--- config.mk ---
export PLATFORM = sky130hd
export DESIGN_NAME = shift_sequencer_flat
export DESIGN_NICKNAME = d
export VERILOG_FILES = /design/src/rtl/cpu_pkg.sv /design/src/rtl/shift_sequencer_if.sv /design/src/rtl/shift_sequencer_shifter.sv /design/src/rtl/shift_sequencer.sv /design/src/flat_wrapper.sv
export SDC_FILE = /design/constraint.sdc
export NUM_CORES = 1
export LEC_CHECK = 0
export ABC_AREA = 1
export CAP_MARGIN = 25
export CORE_ASPECT_RATIO = 1.25
export CORE_UTILIZATION = 45
export DETAILED_ROUTE_END_ITERATION = 16
export PLACE_DENSITY = 0.68
export SLEW_MARGIN = 10
export SYNTH_ARGS = -nofsm -noshare
export SYNTH_HDL_FRONTEND = slang
export SYNTH_SLANG_ARGS = --single-unit
--- constraint.sdc ---
create_clock -name clk -period 3.92 [get_ports clk]
set_clock_uncertainty 0.05 [all_clocks]
set_input_delay 0.98 -clock clk [delete_from_list [all_inputs] [get_ports clk]]
set_output_delay 0.98 -clock clk [all_outputs]
set_load 0.03 [all_outputs]
--- src/rtl/cpu_pkg.sv ---
// Shared execute-stage definitions: shift op encodings, sequencer state
// encoding and default datapath sizes.
package cpu_pkg;

   localparam int unsigned SEQ_WIDTH   = 16;
   localparam int unsigned SEQ_SHAMT_W = 4;

   typedef enum logic [1:0] {
      SH_LSL = 2'b00,
      SH_LSR = 2'b01,
      SH_ASR = 2'b10,
      SH_ROR = 2'b11
   } shift_op_t;

   typedef enum logic [1:0] {
      ST_IDLE = 2'd0,
      ST_PASS = 2'd1,
      ST_DONE = 2'd2
   } seq_state_t;

endpackage

--- src/rtl/shift_sequencer_if.sv ---
// Request/response bundle between issue, the shift sequencer and writeback.
//   request : in_valid/in_ready, in_data, in_amount, in_op, in_carry, flush
//   response: out_valid/out_ready, out_data, out_carry, out_zero, out_neg
// master = requester/consumer side, slave = sequencer side.
interface shift_sequencer_if #(
   parameter int unsigned WIDTH = cpu_pkg::SEQ_WIDTH
);
   import cpu_pkg::*;

   logic             in_valid;
   logic             in_ready;
   logic [WIDTH-1:0] in_data;
   logic [WIDTH-1:0] in_amount;
   shift_op_t        in_op;
   logic             in_carry;
   logic             flush;
   logic             out_valid;
   logic             out_ready;
   logic [WIDTH-1:0] out_data;
   logic             out_carry;
   logic             out_zero;
   logic             out_neg;

   modport master (
      output in_valid, in_data, in_amount, in_op, in_carry, flush, out_ready,
      input  in_ready, out_valid, out_data, out_carry, out_zero, out_neg
   );

   modport slave (
      input  in_valid, in_data, in_amount, in_op, in_carry, flush, out_ready,
      output in_ready, out_valid, out_data, out_carry, out_zero, out_neg
   );

endinterface

--- src/rtl/shift_sequencer_shifter.sv ---
// Single-pass combinational barrel shifter (LSL/LSR/ASR/ROR).
//   i_data   : operand
//   i_shamt  : shift amount, 0..WIDTH-1
//   i_op     : shift operation
//   o_data_c : shifted result (combinational)
module shift_sequencer_shifter
   import cpu_pkg::*;
#(
   parameter int unsigned WIDTH   = SEQ_WIDTH,
   parameter int unsigned SHAMT_W = SEQ_SHAMT_W
) (
   input  logic [WIDTH-1:0]   i_data,
   input  logic [SHAMT_W-1:0] i_shamt,
   input  shift_op_t          i_op,
   output logic [WIDTH-1:0]   o_data_c
);

   logic [2*WIDTH-1:0] w_rot;

   // Rotate by shifting a doubled copy right and keeping the low half.
   always_comb begin
      w_rot    = {i_data, i_data} >> i_shamt;
      o_data_c = i_data;
      case (i_op)
         SH_LSL:  o_data_c = i_data << i_shamt;
         SH_LSR:  o_data_c = i_data >> i_shamt;
         SH_ASR:  o_data_c = $unsigned($signed(i_data) >>> i_shamt);
         SH_ROR:  o_data_c = w_rot[WIDTH-1:0];
         default: o_data_c = i_data;
      endcase
   end

endmodule

--- src/rtl/shift_sequencer.sv ---
// Multi-pass shift sequencer: clamps/wraps a full-width shift amount and
// drives the narrow shifter one pass per cycle, returning a registered
// result with carry/zero/negative flags over a valid/ready handshake.
//   clk, rst_n : clock, asynchronous active-low reset
//   bus        : request/response interface (slave side)
module shift_sequencer
   import cpu_pkg::*;
#(
   parameter int unsigned WIDTH   = SEQ_WIDTH,
   parameter int unsigned SHAMT_W = SEQ_SHAMT_W
) (
   input logic               clk,
   input logic               rst_n,
   shift_sequencer_if.slave  bus
);

   localparam int unsigned      REM_W    = SHAMT_W + 1;
   localparam logic [REM_W-1:0] MAX_PASS = REM_W'(WIDTH - 1);
   localparam logic [REM_W-1:0] FULL     = REM_W'(WIDTH);

   seq_state_t         r_state, w_state_nxt;
   logic [WIDTH-1:0]   r_data;
   logic [REM_W-1:0]   r_rem;
   shift_op_t          r_op;
   logic               r_sat;
   logic               r_in_ready;
   logic               r_out_valid;
   logic [WIDTH-1:0]   r_out_data;
   logic               r_out_carry;
   logic               r_out_zero;
   logic               r_out_neg;

   logic               w_accept;
   logic               w_load_out;
   logic [WIDTH-1:0]   w_out_data;
   logic               w_out_carry;
   logic               w_amt_zero;
   logic               w_sat;
   logic [REM_W-1:0]   w_eff;
   logic [SHAMT_W-1:0] w_s;
   logic [SHAMT_W-1:0] w_idx_l;
   logic [SHAMT_W-1:0] w_idx_r;
   logic [REM_W-1:0]   w_rem_nxt;
   logic [WIDTH-1:0]   w_shift;
   logic [WIDTH-1:0]   w_fin_data;
   logic               w_fin_carry;

   shift_sequencer_shifter #(.WIDTH(WIDTH), .SHAMT_W(SHAMT_W)) u_shifter (
      .i_data   (r_data),
      .i_shamt  (w_s),
      .i_op     (r_op),
      .o_data_c (w_shift)
   );

   // Effective amount: clamp to WIDTH for linear shifts, wrap for rotate.
   always_comb begin
      w_amt_zero = (bus.in_amount == '0);
      w_sat      = (bus.in_op != SH_ROR) && (bus.in_amount > WIDTH'(WIDTH));
      if (bus.in_op == SH_ROR)
         w_eff = {1'b0, bus.in_amount[SHAMT_W-1:0]};
      else if (bus.in_amount >= WIDTH'(WIDTH))
         w_eff = FULL;
      else
         w_eff = {1'b0, bus.in_amount[SHAMT_W-1:0]};
   end

   // Pass size, remaining count and final-pass result/carry.
   always_comb begin
      w_s         = (r_rem > MAX_PASS) ? SHAMT_W'(MAX_PASS) : r_rem[SHAMT_W-1:0];
      w_rem_nxt   = r_rem - {1'b0, w_s};
      w_idx_l     = ~w_s + SHAMT_W'(1);
      w_idx_r     = w_s - SHAMT_W'(1);
      w_fin_data  = w_shift;
      w_fin_carry = 1'b0;
      case (r_op)
         SH_LSL:  w_fin_carry = r_data[w_idx_l];
         SH_LSR,
         SH_ASR:  w_fin_carry = r_data[w_idx_r];
         SH_ROR:  w_fin_carry = w_shift[WIDTH-1];
         default: w_fin_carry = 1'b0;
      endcase
      // Over-range linear shifts saturate; ASR fills with the sign.
      if (r_sat) begin
         if (r_op == SH_ASR) begin
            w_fin_data  = {WIDTH{r_data[WIDTH-1]}};
            w_fin_carry = r_data[WIDTH-1];
         end else begin
            w_fin_data  = '0;
            w_fin_carry = 1'b0;
         end
      end
   end

   // Next-state and output-load decode; flush overrides accept and handshake.
   always_comb begin
      w_state_nxt = r_state;
      w_accept    = 1'b0;
      w_load_out  = 1'b0;
      w_out_data  = w_fin_data;
      w_out_carry = w_fin_carry;
      case (r_state)
         ST_IDLE: begin
            if (!bus.flush && bus.in_valid && r_in_ready) begin
               w_accept = 1'b1;
               if (w_eff == '0) begin
                  w_state_nxt = ST_DONE;
                  w_load_out  = 1'b1;
                  w_out_data  = bus.in_data;
                  // Only ROR by a nonzero multiple of WIDTH lands here with amount != 0.
                  w_out_carry = w_amt_zero ? bus.in_carry : bus.in_data[WIDTH-1];
               end else begin
                  w_state_nxt = ST_PASS;
               end
            end
         end
         ST_PASS: begin
            if (bus.flush) begin
               w_state_nxt = ST_IDLE;
            end else if (w_rem_nxt == '0) begin
               w_state_nxt = ST_DONE;
               w_load_out  = 1'b1;
            end
         end
         ST_DONE: begin
            if (bus.flush || bus.out_ready)
               w_state_nxt = ST_IDLE;
         end
         default: w_state_nxt = ST_IDLE;
      endcase
   end

   // State register.
   always_ff @(posedge clk or negedge rst_n) begin
      if (!rst_n) r_state <= ST_IDLE;
      else        r_state <= w_state_nxt;
   end

   // Datapath and registered outputs.
   always_ff @(posedge clk or negedge rst_n) begin
      if (!rst_n) begin
         r_data      <= '0;
         r_rem       <= '0;
         r_op        <= SH_LSL;
         r_sat       <= 1'b0;
         r_in_ready  <= 1'b1;
         r_out_valid <= 1'b0;
         r_out_data  <= '0;
         r_out_carry <= 1'b0;
         r_out_zero  <= 1'b0;
         r_out_neg   <= 1'b0;
      end else begin
         if (w_accept) begin
            r_data <= bus.in_data;
            r_op   <= bus.in_op;
            r_sat  <= w_sat;
            r_rem  <= w_eff;
         end else if (r_state == ST_PASS && !bus.flush) begin
            r_data <= w_shift;
            r_rem  <= w_rem_nxt;
         end
         if (w_load_out) begin
            r_out_data  <= w_out_data;
            r_out_carry <= w_out_carry;
            r_out_zero  <= ~|w_out_data;
            r_out_neg   <= w_out_data[WIDTH-1];
         end
         r_in_ready  <= (w_state_nxt == ST_IDLE);
         r_out_valid <= (w_state_nxt == ST_DONE);
      end
   end

   assign bus.in_ready  = r_in_ready;
   assign bus.out_valid = r_out_valid;
   assign bus.out_data  = r_out_data;
   assign bus.out_carry = r_out_carry;
   assign bus.out_zero  = r_out_zero;
   assign bus.out_neg   = r_out_neg;

endmodule

--- src/flat_wrapper.sv ---
// flat-port wrapper written by rule: the top's interface ports become plain ports
module shift_sequencer_flat import cpu_pkg::*;
#(
   parameter int unsigned WIDTH   = SEQ_WIDTH,
   parameter int unsigned SHAMT_W = SEQ_SHAMT_W
)
  (clk, rst_n, bus_in_valid, bus_in_data, bus_in_amount, bus_in_op, bus_in_carry, bus_flush, bus_out_ready, bus_in_ready, bus_out_valid, bus_out_data, bus_out_carry, bus_out_zero, bus_out_neg);
  shift_sequencer_if #(.WIDTH(WIDTH)) bus_i ();
  input logic clk;
  input logic rst_n;
  input wire logic [$bits(bus_i.in_valid)-1:0] bus_in_valid;
  input wire logic [$bits(bus_i.in_data)-1:0] bus_in_data;
  input wire logic [$bits(bus_i.in_amount)-1:0] bus_in_amount;
  input wire logic [$bits(bus_i.in_op)-1:0] bus_in_op;
  input wire logic [$bits(bus_i.in_carry)-1:0] bus_in_carry;
  input wire logic [$bits(bus_i.flush)-1:0] bus_flush;
  input wire logic [$bits(bus_i.out_ready)-1:0] bus_out_ready;
  output wire logic [$bits(bus_i.in_ready)-1:0] bus_in_ready;
  output wire logic [$bits(bus_i.out_valid)-1:0] bus_out_valid;
  output wire logic [$bits(bus_i.out_data)-1:0] bus_out_data;
  output wire logic [$bits(bus_i.out_carry)-1:0] bus_out_carry;
  output wire logic [$bits(bus_i.out_zero)-1:0] bus_out_zero;
  output wire logic [$bits(bus_i.out_neg)-1:0] bus_out_neg;
  assign bus_i.in_valid = bus_in_valid;
  assign bus_i.in_data = bus_in_data;
  assign bus_i.in_amount = bus_in_amount;
  assign bus_i.in_op = bus_in_op;
  assign bus_i.in_carry = bus_in_carry;
  assign bus_i.flush = bus_flush;
  assign bus_i.out_ready = bus_out_ready;
  assign bus_in_ready = bus_i.in_ready;
  assign bus_out_valid = bus_i.out_valid;
  assign bus_out_data = bus_i.out_data;
  assign bus_out_carry = bus_i.out_carry;
  assign bus_out_zero = bus_i.out_zero;
  assign bus_out_neg = bus_i.out_neg;
  shift_sequencer #(.WIDTH(WIDTH), .SHAMT_W(SHAMT_W)) u_core (.clk(clk), .rst_n(rst_n), .bus(bus_i));
endmodule
==> Word level (Yosys, flattened, before mapping) <==
Index checks and enable logic that the tools add are counted.
{ "totals": {"ff_bits": 47, "inputBits": 40, "out_inout_bits": 21, "word_cells": 85} }
{ "op_classes": {"addsub": 3, "order_cmp": 5, "n_eq_ne": 8, "shifts": 4, "mux": 37, "bitwise_logic": 1, "reduce_logical": 16} }
{ "ops": {"columns": ["cell", "n"], "rows": [
  ["16-bit two-way mux", 7],
  ["16-bit case mux with 4 select lines", 1],
  ["32-bit by 4-bit right shift with 16-bit output", 1],
  ["5-bit two-way mux", 4],
  ["16-bit by 5-bit >= comparator with 1-bit output, second input constant", 1],
  ["16-bit by 5-bit > comparator with 1-bit output, second input constant", 1],
  ["16-bit logical NOT", 1],
  ["16-bit OR reduction", 1],
  ["16-bit by 4-bit << shifter with 16-bit output", 1],
  ["16-bit by 4-bit right shift with 16-bit output", 1],
  ["16-bit by 4-bit >>> shifter with 16-bit output", 1],
  ["1-bit two-way mux", 14],
  ["2-bit == test, second input constant", 5],
  ["5-bit logical NOT", 2],
  ["4-bit by 5-bit < comparator with 1-bit output, second input constant", 2],
  ["2-bit two-way mux", 5],
  ["1-bit binary-select mux with 4-bit select", 2],
  ["2-bit logical NOT", 3],
  ["2-bit case mux with 3 select lines", 1],
  ["5-bit by 4-bit > comparator with 1-bit output, second input constant", 1],
  ["5-bit by 4-bit subtractor with 5-bit output", 1],
  ["4-bit by 1-bit adder with 4-bit output, second input constant", 1],
  ["2-bit by 1-bit == test with 1-bit output, second input constant", 2],
  ["1-bit logical AND", 4],
  ["other kinds (10)", 11]
]} }

==> Logic depth before layout (Yosys ltp) <==
Gate-level depths: netlist (run 1).
{ "logic_depth": {"word_depth": 11, "ltp_mapped": 23, "ltp_nobuf": 20} }

==> By module <==
A second synthesis (run 1) with hierarchy kept.
{ "hier_totals": {"cells_unflattened": 772, "area_unflattened_um2": 4689.5} }
{ "modules_own_cells": {"columns": ["mod", "instances", "cells_each", "area_each_um2", "seq_area_each_um2"], "rows": [
  ["shift_sequencer", 1, 402, 2914.0, 1152.4],
  ["shift_sequencer_shifter", 1, 370, 1775.5, 0.0]
]} }

==> Least setup slack after synthesis (run 1) <==
Ideal clock, no wire load.
{ "synth_timing": {"path_type": "input to register", "from": "input bus_in_amount[13]", "to": "register u_core.r_out_zero, in the netlist u_core.bus.out_zero", "setup_time_ns": 0.118, "arrival_time_ns": 2.320, "setup_slack_ns": 1.432, "stages": 13, "path_cell_list": "nor2_1 > nand2_1 > nor2_1 > nand3_1 > nand2_1 > nand3_1 > o21ai_0 > inv_2 > buf_2 > a21oi_1 > nor2_1 > nand4_1 > nand2_1"} }
{ "synth_via": {"elab_chain_len": 9} }
{ "synth_lines": {"columns": ["item", "line", "source"], "rows": [
  ["start, declared", "flat_wrapper.sv:13", "input wire logic [$bits(bus_i.in_amount)-1:0] bus_in_amount;"],
  ["16-bit by 5-bit >= comparator with 1-bit output *", "shift_sequencer.sv:61", "else if (bus.in_amount >= WIDTH'(WIDTH))"],
  ["5-bit two-way mux *", "shift_sequencer.sv:61", null],
  ["5-bit two-way mux *", "shift_sequencer.sv:59", "if (bus.in_op == SH_ROR)"],
  ["5-bit logical NOT *", "shift_sequencer.sv:105", "if (w_eff == '0) begin"],
  ["16-bit two-way mux", "shift_sequencer.sv:105", null],
  ["16-bit two-way mux", "shift_sequencer.sv:103", "if (!bus.flush && bus.in_valid && r_in_ready) begin"],
  ["16-bit two-way mux", "shift_sequencer.sv:101", "case (r_state)"],
  ["16-bit OR reduction", "shift_sequencer.sv:164", "r_out_zero <= ~|w_out_data;"],
  ["1-bit logical NOT", "shift_sequencer.sv:164", null],
  ["end signal, assigned", "shift_sequencer.sv:164", null],
  ["end, declared", "shift_sequencer.sv:30", "logic r_out_zero;"]
]} }
Every way passes the cells marked *; elsewhere a longest branch is shown, timed or not.
A chain may end at the register's enable or synchronous reset.

==> Worst setup path in the final report (run 1) <==
{ "layout_timing": {"from": "register u_core.r_rem[4]", "to": "register u_core.r_out_carry, in the netlist u_core.bus.out_carry"} }
{ "layout_via": {"elab_chain_len": 11} }
{ "layout_lines": {"columns": ["item", "line", "source"], "rows": [
  ["start, declared", "shift_sequencer.sv:23", "logic [REM_W-1:0] r_rem;"],
  ["start signal, assigned", "shift_sequencer.sv:156", "r_rem <= w_eff;"],
  ["start signal, assigned", "shift_sequencer.sv:159", "r_rem <= w_rem_nxt;"],
  ["5-bit by 4-bit > comparator with 1-bit output", "shift_sequencer.sv:69", "w_s = (r_rem > MAX_PASS) ? SHAMT_W'(MAX_PASS) : r_rem[SHAMT_W-1:0];"],
  ["4-bit two-way mux", "shift_sequencer.sv:69", null],
  ["4-bit inverter", "shift_sequencer.sv:71", "w_idx_l = ~w_s + SHAMT_W'(1);"],
  ["4-bit by 1-bit adder with 4-bit output", "shift_sequencer.sv:71", null],
  ["1-bit binary-select mux with 4-bit select", "shift_sequencer.sv:76", "SH_LSL: w_fin_carry = r_data[w_idx_l];"],
  ["1-bit two-way mux (not written as such)", "shift_sequencer.sv:76", null],
  ["1-bit case mux with 3 select lines", "shift_sequencer.sv:75", "case (r_op)"],
  ["1-bit two-way mux", "shift_sequencer.sv:83", "if (r_sat) begin"],
  ["1-bit two-way mux", "shift_sequencer.sv:105", null],
  ["1-bit two-way mux", "shift_sequencer.sv:103", null],
  ["1-bit two-way mux", "shift_sequencer.sv:101", null],
  ["end signal, assigned", "shift_sequencer.sv:163", "r_out_carry <= w_out_carry;"],
  ["end, declared", "shift_sequencer.sv:29", "logic r_out_carry;"]
]} }
Several ways; a longest one is shown, not always the timed one. The select of a mux whose other input is x is not followed.

==> out/metrics.cfg, run 1 <==
[outcome]
status=finished, final reports clean

[power_and_ir_drop]
leakagePower_nw=2.95
pwr_density_cell_mw_per_mm2=1070
peakVddDrop_mv=0.550

[floorplanning]
die_x_um=94.6
pin_count=61
die_h_um=118
coreArea_mm2=0.0103
fp.dieArea_mm2=0.0111
start_util_pct=47.0
rows=41

[route]
drt_iter0_drc=441
drc_errors=0
viasPerCell=5.64
wl_um=17800
drtPass1Iterations=7
routedWlPerCell_um=17.3
ant_nets=0
num_vias=5825

[logic_synthesis]
ys_async_sr_fraction_pct=100
synthesis.instances=860
yosysTopAreaCell=nand2_1
synth_nets=907
yosysSeqAreaShare_pct=23.9
synth_seq_cells=46
synthFlopType=dfrtp_1
avgSynthCellArea_um2=5.61
ys_types=43
synthTopCellsByArea=nand2_1, dfrtp_1, nand3_1
synth_top_cell_area_share_pct=32.0
yosysWarnings=0
synth_edf_count=0
syn_area_mm2=0.00482

[grt]
grt_usage_pct=33.1
antenna_found_initial=0
grt_pass1_wl_um=28300
grt_max_degree=47
gr-total-overflow=0
grt_pass1_vias=5529

[finish]
n_antenna_cell=0
drive_gt1_share_pct=4.87
layout.nets=949
layoutNonFillerInstCount=1032
area.growth.synth_to_final_pct=16.9

[placement]
dp.cells=1023
pre_cts_slack_ns=0.616
gp_congestion=0.965
dp.final_hpwl_um=14200
io_buffers=60

[clock_network]
tritoncts=built
cts-root-buf=clkbuf_16
htreeDepth=2
clkTransAtPathRegs_ns=0.06
postCtsSetupBuffers=0
cts.repair.resized=0
hold_buffers=0
numClockSinks=46
clockBufferDepth=2
numCtsBuffers=5
clock_latency_ns=0.30

[timing]
whs_ns=0.443
period_needed_ns=3.07
worst_slack_ns=0.849
setup_viol=0
clock.fmax_mhz=326
fin_crit_sh_pct=78.4
rsz0062_at_grt=no
relSlewSlack_pct=60.0
slew_violations=0
worstMarginPinSlew_ns=0.593
fin_tns_setup_ns=0
hold_viol_final=0

[worst_setup_path]
startpoint_type=flop
r2r_setup_slack_ns=0.85
crit_path_top_delay_cell=dfrtp_1
crit_fanout=26
r2r_start=u_core.r_rem[4]
cp-end-kind=flop
critical-path-max-stage-delay_ns=0.53
cp_common_cell=nand2_1
cp.arrival_ns=3.21
crit_required_ns=4.06
rr_endpoint=u_core.bus.out_carry
criticalPathCategory=reg -> reg
path_cells=nor2_4, buf_4, ha_1, inv_1, nor2_1, o31ai_1, nand2_1, nand3_1, nand3_1, nand3_1, nand2_1, nand2_1, nand2_1
ff2ff_path_depth=13

[hold_path]
whs_path_depth=2
worstHoldPathType=reg -> reg
hold_start=u_core.bus.out_data[8]
timing.hold.worst_endpoint=u_core.bus.out_data[8]

[flow_run]
max-cap-violations=0

## cells in the final DEF (no fill, tap or decap), drive strengths merged
cell / netlist / routed
o221ai: 16 / 16
a31oi: 2 / 2
nand4: 3 / 3
a21oi: 12 / 12
nand2: 416 / 416
o311ai: 1 / 1
xnor2: 1 / 1
clkbuf: 16 / 5
or2: 1 / 1
inv: 66 / 66
nor2: 48 / 48
clkdlybuf4s50: 0 / 59
clkinvlp: 0 / 1
o21a: 1 / 1
a211oi: 1 / 1
a32oi: 1 / 1
nand3b: 2 / 2
nor3: 2 / 2
clkinv: 3 / 5
o32ai: 1 / 1
buf: 24 / 16
ha: 7 / 7
nor4: 2 / 2
nand3: 128 / 128
a22oi: 4 / 4
dfrtp: 45 / 45
o211ai: 4 / 4
o21ai: 45 / 45
xor2: 2 / 2
o31ai: 2 / 2
and2: 3 / 3
dfstp: 1 / 1
## worst max path at each step
stage / startpoint / endpoint / depth (start not counted)
global route: bus_in_amount[1] / u_core.bus.out_zero / 10
detailed placement: bus_in_amount[1] / u_core.bus.out_zero / 10
global placement: bus_in_amount[1] / u_core.bus.out_zero / 10
finish: u_core.r_rem[4] / u_core.bus.out_carry / 13
floorplan: bus_in_amount[13] / u_core.bus.out_zero / 13
CTS: u_core.r_rem[4] / u_core.bus.out_carry / 13
## area by class of cell
cell class              count  area, um^2
fillers                  1076        4620
multi-input cells         705        3200
flip-flops and latches     46        1150
repair buffers             75         721
inverters                  69         262
well taps                 129         161
clock buffers               5         125
clock inverters             3        21.3
## synth_stat cells, types with 5 or more instances
library cell  number
a21oi_1           12
buf_2             13
buf_6              5
clkbuf_1          16
dfrtp_1           45
ha_1               7
inv_1             62
nand2_1          411
nand2_2            5
nand3_1          125
nor2_1            45
o21ai_0           34
o21ai_1            9
o221ai_1          16
## report_power, final
part | switching (mW) | internal [mW] | total, mW
Clock | 0.190 | 0.236 | 0.426
Combinational | 3.26 | 1.45 | 4.72
Sequential | 0.201 | 0.673 | 0.874
## logic make-up after synthesis
kind of cell	Yosys count	share of synthesized area, %
fa+ha+maj	7	1.82
flops	46	23.9
simple gates	605	52.2
buf+inv	109	9.88
xor+xnor	3	0.545
compound gates	90	11.6
## worst max-delay path, delay by kind of cell (launching register included)
family	cells	cell delay (ns)
AOI/OAI and AO/OA	1	0.24
DFF	1	0.53
and+or+nand+nor	9	1.12
adders and majority gates	1	0.42
buffers and inverters	2	0.61
## layer usage
layer | track usage (%) | vias up | wire length (um)
met4 | 19.7 | 0 | 1060
met1 | 40.4 | 2659 | 7170
met2 | 55.1 | 251 | 8530
met3 | 3.36 | 51 | 1050
li1 | - | 2864 | -
met5 | 0 | - | 0
## flip-flops by register name, indices dropped and copies added, names as in the netlist, 2 cells and up
signal	count
u_core.bus.out_data	15
u_core.r_data	16
u_core.r_state	2
u_core.r_rem	5
u_core.r_op	2
## per-stage QoR
step | utilization, % | instance area, um^2 | power [mW]
floorplan | - | 4820 | 4.18
global placement | 53.3 | 5470 | 5.47
detailed placement | 53.3 | 5470 | 5.48
CTS | 54.8 | 5620 | 5.93
global route | 55.0 | 5640 | 6.55
finish | 55.0 | 5640 | 6.02
(Power assumes the default switching activity.)
==> run 2: changes to the inputs <==
==> constraint.sdc (replaced) <==
create_clock -name clk -period 3.2 [get_ports clk]
set_clock_uncertainty 0.05 [all_clocks]
set_input_delay 0.8 -clock clk [delete_from_list [all_inputs] [get_ports clk]]
set_output_delay 0.8 -clock clk [all_outputs]
set_load 0.03 [all_outputs]
==> run 2 against run 1 <==
Effect of this change:
- clock power rose by 41%
- via count rose by 1.5%
- utilization increased by 0.90 points
- global-route usage up 0.41 points
- first-iteration DRC count fell by 10%
- count of clock-buffer cells in the layout did not move
- design area up 1.6%
- register-to-register slack got worse by 0.54 ns
- total power rose by 26%
- highest routed layer unchanged
==> out/metrics.cfg, run 2 (synthesis gave the netlist of run 1 again) <==
[worst_setup_path]
r2r_setup_slack_ns=0.31
cp.arrival_ns=3.07
ff2ff_path_depth=11
criticalPathCategory=reg -> reg
cp-end-kind=flop
rr_endpoint=u_core.bus.out_carry
r2r_start=u_core.r_rem[4]
crit_fanout=21
crit_required_ns=3.38
startpoint_type=flop

[placement]
dp.final_hpwl_um=14700
io_buffers=60
gp_congestion=1.01
dp.cells=1035

[clock_network]
postCtsSetupBuffers=0
cts-root-buf=clkbuf_16
hold_buffers=0
clock_latency_ns=0.29
cts.repair.resized=0
numClockSinks=46
clkTransAtPathRegs_ns=0.07
htreeDepth=2
numCtsBuffers=5
tritoncts=built
clockBufferDepth=2

[finish]
n_antenna_cell=0
largest_reg_flops=16
layout.nets=960
area.growth.synth_to_final_pct=18.8
layoutNonFillerInstCount=1043
drive_gt1_share_pct=6.02
largest_register=u_core.r_data
final_cell_mix=nand2_1, nand3_1, inv_1, clkdlybuf4s50_1
final_common_cell=nand2_1

[route]
drtPass1Iterations=5
viasPerCell=5.67
drc_errors=0
num_vias=5913
met1_length_um=7480
drt_iter0_drc=396
wl_um=18100
routedWlPerCell_um=17.4
dr.max_layer_used=met4
wl_met2_um=8750
ant_nets=0
route.met3.wl_um=992

[timing]
clock.fmax_mhz=346
slew_violations=0
setup_viol=0
hold_viol_final=0
worstMarginPinSlew_ns=0.625
fin_crit_sh_pct=90.2
rsz0062_at_grt=no
period_needed_ns=2.89
fin_tns_setup_ns=0
relSlewSlack_pct=58.3

[power_and_ir_drop]
peakVddDrop_mv=0.615
leakagePower_nw=3.01
pwr_density_cell_mw_per_mm2=1320

[grt]
grt_pass1_wl_um=28700
grt_usage_pct=33.5
gr-total-overflow=0
antenna_found_initial=0
grt_max_degree=41
grt_pass1_vias=5519

[floorplanning]
coreArea_mm2=0.0103
die_x_um=94.6
die_h_um=118
pin_count=61
start_util_pct=47.0
rows=41
fp.dieArea_mm2=0.0111

[outcome]
status=finished, final reports clean

[hold_path]
worstHoldPathType=in -> async

[flow_run]
max-cap-violations=0

[run 2: routing by layer]
metal	GRT usage, %	vias up
li1	-	2892
met1	42.4	2731
met2	55.7	242
met3	3.17	48
met4	17.0	0
met5	0	-
[run 2: critical path: stages (launching register included)]
cell      delay, ns
dfrtp_1        0.53
nor2_4         0.50
ha_1           0.42
inv_1          0.25
nor2_1         0.09
o32ai_1        0.36
nand2_1        0.08
o311ai_0       0.14
nand3_1        0.18
nand2_1        0.10
nand2_1        0.05
nand2_1        0.06
[run 2: per-stage QoR]
step	setup WS [ns]	util, %	area, um^2	total power, mW	hold WS [ns]
finish	0.313	55.9	5730	7.57	0.407
detailed placement	0.289	54.2	5560	6.82	0.415
global route	0.102	55.9	5730	8.19	0.450
floorplan	0.882	-	4820	5.12	0.417
global placement	0.393	54.2	5560	6.80	0.426
CTS	0.386	55.9	5730	7.45	0.421
[run 2: worst max-delay path by stage]
| stage | startpoint | end | slack, ns | cells past startpoint |
|---|---|---|---|---|
| after floorplan | u_core.r_rem[4] | u_core.bus.out_carry | 0.88 | 13 |
| after global placement | bus_in_amount[15] | u_core.bus.out_zero | 0.39 | 15 |
| after detailed placement | bus_in_amount[11] | u_core.bus.out_zero | 0.29 | 15 |
| after CTS | u_core.r_rem[4] | u_core.bus.out_zero | 0.39 | 20 |
| after global routing | u_core.r_rem[4] | u_core.bus.out_zero | 0.10 | 21 |
| final | u_core.r_rem[4] | u_core.bus.out_carry | 0.31 | 11 |
[run 2: cell type report]
| cell class | count | area (um^2) |
|---|---|---|
| Fill cell | 1071 | 4530 |
| Multi-Input combinational cell | 705 | 3200 |
| Sequential cell | 46 | 1150 |
| Timing Repair Buffer | 86 | 791 |
| Inverter | 69 | 262 |
| Tap cell | 129 | 161 |
| Clock buffer | 5 | 125 |
| Clock inverter | 3 | 43.8 |
[run 2: report_power, final]
group          total, mW  switching [mW]  internal (mW)
registers           1.08           0.261          0.824
logic               5.88            4.03           1.85
clock network      0.599           0.229          0.370
total               7.57            4.52           3.05
